--- config.mk ---
export PLATFORM = sky130hd
export DESIGN_NAME = pipeline_sequencer
export DESIGN_NICKNAME = d
export VERILOG_FILES = /design/src/rtl/riscv_pipe_pkg.sv /design/src/rtl/hazard_cmp.sv /design/src/rtl/pipeline_sequencer.sv
export SDC_FILE = /design/constraint.sdc
export NUM_CORES = 1
export LEC_CHECK = 0
export CORE_ASPECT_RATIO = 1.5
export CORE_MARGIN = 10
export CORE_UTILIZATION = 43
export DETAILED_ROUTE_END_ITERATION = 8
export PLACE_DENSITY_LB_ADDON = 0.1
export SKIP_CTS_REPAIR_TIMING = 1
export SLEW_MARGIN = 20
export SYNTH_ARGS = -nofsm -noshare
export SYNTH_HDL_FRONTEND = slang
export SYNTH_SLANG_ARGS = --single-unit
--- constraint.sdc ---
create_clock -name clk -period 2 [get_ports clk]
set_clock_uncertainty 0.15 [all_clocks]
set_input_delay 0.2 -clock clk [delete_from_list [all_inputs] [get_ports clk]]
set_output_delay 0.2 -clock clk [all_outputs]
set_load 0.01 [all_outputs]
--- src/rtl/riscv_pipe_pkg.sv ---
// Shared types for the pipeline sequencer: shadow slot record, EX operand selects, FSM states.
// Latency: none (types and pure helper functions only).
// Backpressure: none.
package riscv_pipe_pkg;

    typedef struct packed {
        logic       valid;
        logic [4:0] rd;
        logic       reg_write;
        logic       mem_read;
        logic       mem_access;
    } slot_t;

    localparam logic [1:0] FWD_RF    = 2'b00;
    localparam logic [1:0] FWD_EXMEM = 2'b10;
    localparam logic [1:0] FWD_MEMWB = 2'b01;

    localparam int SLOT_EX  = 0;
    localparam int SLOT_MEM = 1;
    localparam int SLOT_WB  = 2;

    typedef enum logic {
        RUN      = 1'b0,
        MEM_WAIT = 1'b1
    } seq_state_e;

    function automatic slot_t make_slot(input logic       valid,
                                        input logic [4:0] rd,
                                        input logic       reg_write,
                                        input logic       mem_read,
                                        input logic       mem_write);
        slot_t s;
        s.valid      = valid;
        s.rd         = rd;
        s.reg_write  = reg_write;
        s.mem_read   = mem_read;
        s.mem_access = mem_read | mem_write;
        return s;
    endfunction

    // The younger producer (EX) holds the newer value, so it wins over MEM.
    function automatic logic [1:0] fwd_sel(input logic ex_hit, input logic mem_hit);
        if (ex_hit) begin
            return FWD_EXMEM;
        end
        if (mem_hit) begin
            return FWD_MEMWB;
        end
        return FWD_RF;
    endfunction

endpackage

--- src/rtl/hazard_cmp.sv ---
// Compares the ID instruction's source operands against one in-flight shadow slot.
// Latency: purely combinational.
// Backpressure: none; the raw output feeds the sequencer's stall decision.
module hazard_cmp (
    input  logic       id_valid,
    input  logic [4:0] id_rs1,
    input  logic [4:0] id_rs2,
    input  logic       id_uses_rs1,
    input  logic       id_uses_rs2,
    input  logic       slot_valid,
    input  logic [4:0] slot_rd,
    input  logic       slot_reg_write,
    output logic       rs1_hit,
    output logic       rs2_hit,
    output logic       raw
);

    logic producer;

    // x0 is hardwired to zero, so a write to it never creates a dependency.
    assign producer = id_valid & slot_valid & slot_reg_write & (slot_rd != 5'd0);
    assign rs1_hit  = producer & id_uses_rs1 & (id_rs1 == slot_rd);
    assign rs2_hit  = producer & id_uses_rs2 & (id_rs2 == slot_rd);
    assign raw      = rs1_hit | rs2_hit;

endmodule

--- src/rtl/pipeline_sequencer.sv ---
// Stall/freeze/forward control for a 5-stage in-order pipeline; FORWARDING_EN enables EX operand forwarding.
// Latency: stage enables and dmem_req are combinational from shadow state and inputs; fwd_a/fwd_b register on advance.
// Backpressure: a data access without dmem_ack freezes every stage; RAW hazards insert an ID/EX bubble.
module pipeline_sequencer
    import riscv_pipe_pkg::*;
(
    input  logic       clk,
    input  logic       rst,
    input  logic [4:0] id_rs1,
    input  logic [4:0] id_rs2,
    input  logic       id_uses_rs1,
    input  logic       id_uses_rs2,
    input  logic       id_valid,
    input  logic [4:0] id_rd,
    input  logic       id_reg_write,
    input  logic       id_mem_read,
    input  logic       id_mem_write,
    input  logic       dmem_ack,
    output logic       pc_en,
    output logic       ifid_en,
    output logic       idex_bubble,
    output logic       idex_en,
    output logic       exmem_en,
    output logic       memwb_en,
    output logic       dmem_req,
    output logic [1:0] fwd_a,
    output logic [1:0] fwd_b
);

`ifdef FORWARDING_EN
    localparam logic FWD_ON = 1'b1;
`else
    localparam logic FWD_ON = 1'b0;
`endif

    seq_state_e state_q, state_d;
    slot_t      slot_q [3];
    slot_t      slot_d [3];
    logic [1:0] fwd_a_q, fwd_a_d;
    logic [1:0] fwd_b_q, fwd_b_d;
    logic       rs1_hit [2];
    logic       rs2_hit [2];
    logic       raw     [2];
    logic       hazard;
    logic       freeze;
    logic       req;

    for (genvar g = 0; g < 2; g++) begin : g_cmp
        hazard_cmp u_cmp (
            .id_valid       (id_valid),
            .id_rs1         (id_rs1),
            .id_rs2         (id_rs2),
            .id_uses_rs1    (id_uses_rs1),
            .id_uses_rs2    (id_uses_rs2),
            .slot_valid     (slot_q[g].valid),
            .slot_rd        (slot_q[g].rd),
            .slot_reg_write (slot_q[g].reg_write),
            .rs1_hit        (rs1_hit[g]),
            .rs2_hit        (rs2_hit[g]),
            .raw            (raw[g])
        );
    end

    // Write-before-read register file: a WB producer is never a hazard.
`ifdef FORWARDING_EN
    assign hazard = raw[SLOT_EX] & slot_q[SLOT_EX].mem_read;
`else
    assign hazard = raw[SLOT_EX] | raw[SLOT_MEM];
`endif

    always_comb begin
        req     = slot_q[SLOT_MEM].valid & slot_q[SLOT_MEM].mem_access;
        state_d = state_q;
        freeze  = 1'b0;
        if (state_q == RUN) begin
            if (req && !dmem_ack) begin
                state_d = MEM_WAIT;
                freeze  = 1'b1;
            end
        end else begin
            req = 1'b1;
            if (dmem_ack) begin
                state_d = RUN;
            end else begin
                freeze = 1'b1;
            end
        end

        slot_d      = slot_q;
        fwd_a_d     = fwd_a_q;
        fwd_b_d     = fwd_b_q;
        pc_en       = 1'b0;
        ifid_en     = 1'b0;
        idex_en     = 1'b0;
        exmem_en    = 1'b0;
        memwb_en    = 1'b0;
        idex_bubble = 1'b0;

        // Freeze outranks the hazard; the hazard is simply re-evaluated once unfrozen.
        if (!freeze) begin
            idex_en          = 1'b1;
            exmem_en         = 1'b1;
            memwb_en         = 1'b1;
            slot_d[SLOT_WB]  = slot_q[SLOT_MEM];
            slot_d[SLOT_MEM] = slot_q[SLOT_EX];
            if (hazard) begin
                idex_bubble     = 1'b1;
                slot_d[SLOT_EX] = '0;
                fwd_a_d         = FWD_RF;
                fwd_b_d         = FWD_RF;
            end else begin
                pc_en           = 1'b1;
                ifid_en         = 1'b1;
                slot_d[SLOT_EX] = make_slot(id_valid, id_rd, id_reg_write,
                                            id_mem_read, id_mem_write);
                fwd_a_d = FWD_ON ? fwd_sel(rs1_hit[SLOT_EX], rs1_hit[SLOT_MEM]) : FWD_RF;
                fwd_b_d = FWD_ON ? fwd_sel(rs2_hit[SLOT_EX], rs2_hit[SLOT_MEM]) : FWD_RF;
            end
        end
    end

    always_ff @(posedge clk) begin
        if (rst) begin
            state_q          <= RUN;
            slot_q[SLOT_EX]  <= '0;
            slot_q[SLOT_MEM] <= '0;
            slot_q[SLOT_WB]  <= '0;
            fwd_a_q          <= FWD_RF;
            fwd_b_q          <= FWD_RF;
        end else begin
            state_q <= state_d;
            slot_q  <= slot_d;
            fwd_a_q <= fwd_a_d;
            fwd_b_q <= fwd_b_d;
        end
    end

    assign dmem_req = req;
    assign fwd_a    = fwd_a_q;
    assign fwd_b    = fwd_b_q;

endmodule
# Yosys cells after proc, flatten, opt, wreduce, memory -nomap -nowiden
# Index checks and enable logic that the tools add are counted.
# totals
register_bits	17
latchBits	0
ramBits	0
mem_bits_ro	0
memories	0
# op_classes
add_sub_neg	0
multipliers	0
div	0
order_cmp	0
n_eq_ne	4
shift	0
muxes	10
bitwise	19
n_reduce_logical	4
# ops
op	n
5-bit equality test	4
1-bit AND	15
5-bit nonzero test	2
1-bit two-way mux	9
9-bit two-way mux	1
1-bit OR	4
1-bit logical AND	1
1-bit logical NOT	1

# Logic depth before layout (Yosys ltp)
# logic_depth
depth_word	9
depth_mapped	7
ltp_nobuf	5

# Hierarchy
# Synthesis repeated with hierarchy kept, for this count alone.
# hier_totals
cells_unflattened	115
area_unflattened_um2	1042.2
# modules_own_cells
module	instances	cells_per_inst	area_per_inst_um2	seq_area_each_um2
pipeline_sequencer	1	77	757.0	340.3
hazard_cmp	2	19	142.6	0.0

# Least setup slack after synthesis
# No wires, ideal clock.
# synth_timing
path_type	register to output
startpoint	register slot_q[22] (netlist bit)
endpoint	output port pc_en
t_arrival_ns	1.615
t_required_ns	1.650
setup_slack_ns	0.035
path_stages_with_launch	7
n_path_buf	2
cell_sequence	dfxtp_1 -> or4_1 -> o2111ai_1 -> o22a_1 -> buf_6 -> and2_1 -> buf_4
# synth_between
elab_chain_len	8
# synth_lines
element	line_no	source
start: declaration	pipeline_sequencer.sv:37	slot_t slot_q [3];
start signal: assignment	pipeline_sequencer.sv:132	slot_q <= slot_d;
5-bit nonzero test	hazard_cmp.sv:21	assign producer = id_valid & slot_valid & slot_reg_write & (slot_rd != 5'd0);
1-bit AND	hazard_cmp.sv:21	
1-bit AND, on equally long branches (2 in series)	hazard_cmp.sv:22, hazard_cmp.sv:23	
1-bit OR (*)	hazard_cmp.sv:24	assign raw = rs1_hit | rs2_hit;
1-bit OR (*)	pipeline_sequencer.sv:68	assign hazard = raw[SLOT_EX] | raw[SLOT_MEM];
1-bit two-way mux (*) (2 in series)	n/a	
end: declaration	pipeline_sequencer.sv:19	output logic pc_en,
# Mark *: on every way between the ends. The rest lies on a longest branch, timed or not.

# Final worst setup path
# layout_timing
startpoint	register slot_q[12] (netlist bit)
endpoint	output port idex_bubble
# layout_between
elab_chain_len	8
# layout_lines
element	line_no	source
5-bit nonzero test	hazard_cmp.sv:21	
1-bit AND	hazard_cmp.sv:21	
1-bit AND, on equally long branches (2 in series)	hazard_cmp.sv:22, hazard_cmp.sv:23	
1-bit OR (*)	hazard_cmp.sv:24	
1-bit OR (*)	pipeline_sequencer.sv:68	
1-bit two-way mux (*)	pipeline_sequencer.sv:106	if (hazard) begin
1-bit two-way mux (*)	pipeline_sequencer.sv:100	if (!freeze) begin
end: declaration	pipeline_sequencer.sv:21	output logic idex_bubble,
# Marked as above.

==> impl_metrics.csv <==
group,metric,value,unit
worst_setup_path,cpPeakStageDelay,0.33,ns
sta,layout_setup_ws,-0.238,ns
die,die-area,0.00456,mm²
worst_setup_path,timing.rr.start,"slot_q[12]$_SDFFE_PP0N_",
min_path,hold_start,"slot_q[14]$_SDFFE_PP0N_",
run_status,failed_checks,"negative setup slack",
worst_setup_path,required,1.65,ns
global_routing,grt_max_degree,17,
power_and_ir_drop,ir_drop,0.000409,V
drt,ant_nets,0,
clock_tree,cts_max_level,1,
drt,drtIter0Drc,16,
worst_setup_path,reg2reg_depth,8,
clock_tree,cts_max_path_buffers,2,
finish,syn2layout_area_growth,48.7,%
sta,min_period,2.24,ns
drt,firstDrtPassIters,4,
drt,avgViaCountPerCell,5.25,
run_status,outcome,"finished, violations left",
die,initial_core_util,46.1,%
die,row_count,20,
placement,placed_cells,174,
placement,post-dp-hpwl,2160,µm
sta,max_slew.worst_pin.slew,0.546,ns
power_and_ir_drop,leakagePower,0.000616,µW
global_routing,grt_pass1_wl,4200,µm
worst_setup_path,worstSetupPathType,"reg2out",
worst_setup_path,critPathLaunchType,"register",
run,max_cap_viol_count,0,
power_and_ir_drop,power_frac_clock,25.4,%
die,die_h,77.8,µm
sta,rsz0062_at_grt,"yes",
synth,synth_seq_area_share,35.5,%
drt,vias,940,
drt,drt_wl_total,2660,µm
die,die_x,58.5,µm
finish,drive_gt1_share,19.7,%
synth,syn_area,958,µm²
power_and_ir_drop,combPwrFrac,23.1,%
placement,globalplace.congestion,0.884,
synth,netlist_instances,111,
worst_setup_path,rr_endpoint,"slot_q[21]$_SDFFE_PP0N_",
global_routing,first_global_vias,971,
clock_tree,tritoncts.num_buffers,3,
sta,max_freq,0.447,GHz
die,ios,35,
synth,ys_ff_latch,17,
power_and_ir_drop,power_density,505,mW/mm²
global_routing,antenna_found_initial,0,
power_and_ir_drop,power.switching,183,µW
finish,stdcell_count,179,
synth,synth_warnings,0,
sta,setup_viol,4,
worst_setup_path,path_cells,"buf_6 > xor2_1 > nor4_1 > a32oi_1 > o22a_1 > buf_6 > nor2_4 > buf_6",
worst_setup_path,crit_arrival,1.89,ns
worst_setup_path,crit_slowest_cell,"dfxtp_2",
clock_tree,insertion_delay,0.29,ns
power_and_ir_drop,p_int,536,µW
sta,min_period_over_period,112,%
finish,final_nets,182,
worst_setup_path,crit_path_frequent_cell,"buf_6",
global_routing,grt_usage,11.4,%
min_path,min_to,"slot_q[14]$_SDFFE_PP0N_",
clock_tree,clock_sinks,17,
drt,routedWlPerCell,14.9,µm
clock_tree,clk_transition_reported_paths,0.09,ns
sta,hold_viol,0,
min_path,hp-class,"reg2reg",
min_path,whs_path_depth,2,
finish,diodes,0,
synth,ys_types,22,
worst_setup_path,endpoint_kind,"primary output",
synth,avgSynthCellArea,8.63,µm²
power_and_ir_drop,seqPwrFrac,51.5,%
global_routing,grt.overflow.total,0,
placement,portBuffers,30,
die,core_area,0.00208,mm²
worst_setup_path,critPathMaxFanout,3,
sta,fin_setup_tns,-0.703,ns
worst_setup_path,r2r_slack,0,ns
sta,maxSlewHeadroom,63.5,%
power_and_ir_drop,netSwitchingFraction,25.4,%
power_and_ir_drop,power,720,µW
sta,maxSlewViolCount,0,
clock_tree,cts_tree,"built",
drt,drcViolationCount,0,
clock_tree,cts-root-buf,"clkbuf_4",
[routing by layer]
layer / vias up / GRT usage, % / routed length, µm
li1: 468 / - / -
met1: 439 / 10.2 / 1020
met2: 29 / 21.4 / 1410
met3: 4 / 4.23 / 191
met4: 0 / 4.95 / 42
met5: - / 0 / 0
[Yosys cell counts]
library cell	count	area, µm²
nand2_1	16	60.1
xor2_1	16	140
xnor2_1	4	35.0
nor2_1	3	11.3
or4_1	2	15.0
buf_4	7	52.6
inv_1	2	7.51
o2111ai_1	2	17.5
conb_1	1	3.75
buf_6	1	11.3
nor3b_1	7	52.6
and2_1	3	18.8
nor3_1	1	5.00
o22a_1	1	8.76
dfxtp_1	17	340
nor2_2	1	6.26
a32oi_1	2	17.5
clkbuf_1	3	11.3
a21oi_1	9	45.0
buf_1	1	3.75
a22o_1	8	70.1
nor4_1	4	25.0
[sequential cells by signal, indices dropped and copies added, names as in the netlist]
signal / cells
slot_q: 16
state_q: 1
[stage by stage]
step	hold WS, ns	util [%]	setup slack [ns]	cell area, µm²
after floorplan	0.282	-	0.0347	970
after global placement	0.293	65.9	-0.521	1370
after detailed placement	0.308	65.9	-0.547	1370
after CTS	0.321	67.2	-0.659	1400
after global routing	0.337	68.6	-0.346	1430
final	0.316	68.6	-0.238	1430
[cell usage in the layout (no fill, tap or decap), drive strengths merged]
cell type,netlist,layout
a21oi,9,9
a22o,8,8
a32oi,2,2
and2,3,3
buf,9,22
clkbuf,3,6
clkdlybuf4s50,0,25
conb,1,4
dfxtp,17,17
dlymetal6s2s,0,2
inv,2,2
nand2,16,16
nor2,4,4
nor3,1,1
nor3b,7,7
nor4,4,4
o2111ai,2,2
o22a,1,1
or4,2,2
xnor2,4,4
xor2,16,16
[final cells by class]
type,instances,area (µm²)
Clock buffer,4,26.3
Timing Repair Buffer,51,465
Sequential cell,17,342
Tap cell,22,27.5
Inverter,2,7.51
Fill cell,195,652
Multi-Input combinational cell,83,557
[worst max path at each step]
stage / slack, ns / startpoint / end / depth (start not counted)
floorplan: 0.03 / slot_q[22]$_SDFFE_PP0N_ / pc_en / 6
global placement: -0.52 / id_rs2[1] / pc_en / 7
detailed placement: -0.55 / id_rs2[4] / ifid_en / 7
CTS: -0.66 / slot_q[13]$_SDFFE_PP0N_ / ifid_en / 7
global route: -0.35 / slot_q[12]$_SDFFE_PP0N_ / pc_en / 7
finish: -0.24 / slot_q[12]$_SDFFE_PP0N_ / idex_bubble / 8
[power groups by stage]
stage               Sequential, µW  Clock (µW)  Combinational, µW
CTS                            370         183                165
global route                   372         204                180
finish                         370         183                166
floorplan                      378           0               74.2
global placement               377           0                161
detailed placement             378           0                164
[cell families after synthesis]
group / synth area share (%)
and+or+nand+nor: 20.2
DFF: 35.5
xor gates and xnor gates: 18.3
buffers and inverters: 9.01
AOI/OAI and AO/OA: 16.6
other: 0.391
[critical path, delay by kind of cell (launching register included)]
| family | cells | cell delay (ns) |
|---|---|---|
| xor gates and xnor gates | 1 | 0.15 |
| DFF | 1 | 0.33 |
| AOI/OAI and AO/OA | 2 | 0.40 |
| buffers and inverters | 3 | 0.35 |
| and+or+nand+nor | 2 | 0.37 |
Power figures use the tool's default switching activity.
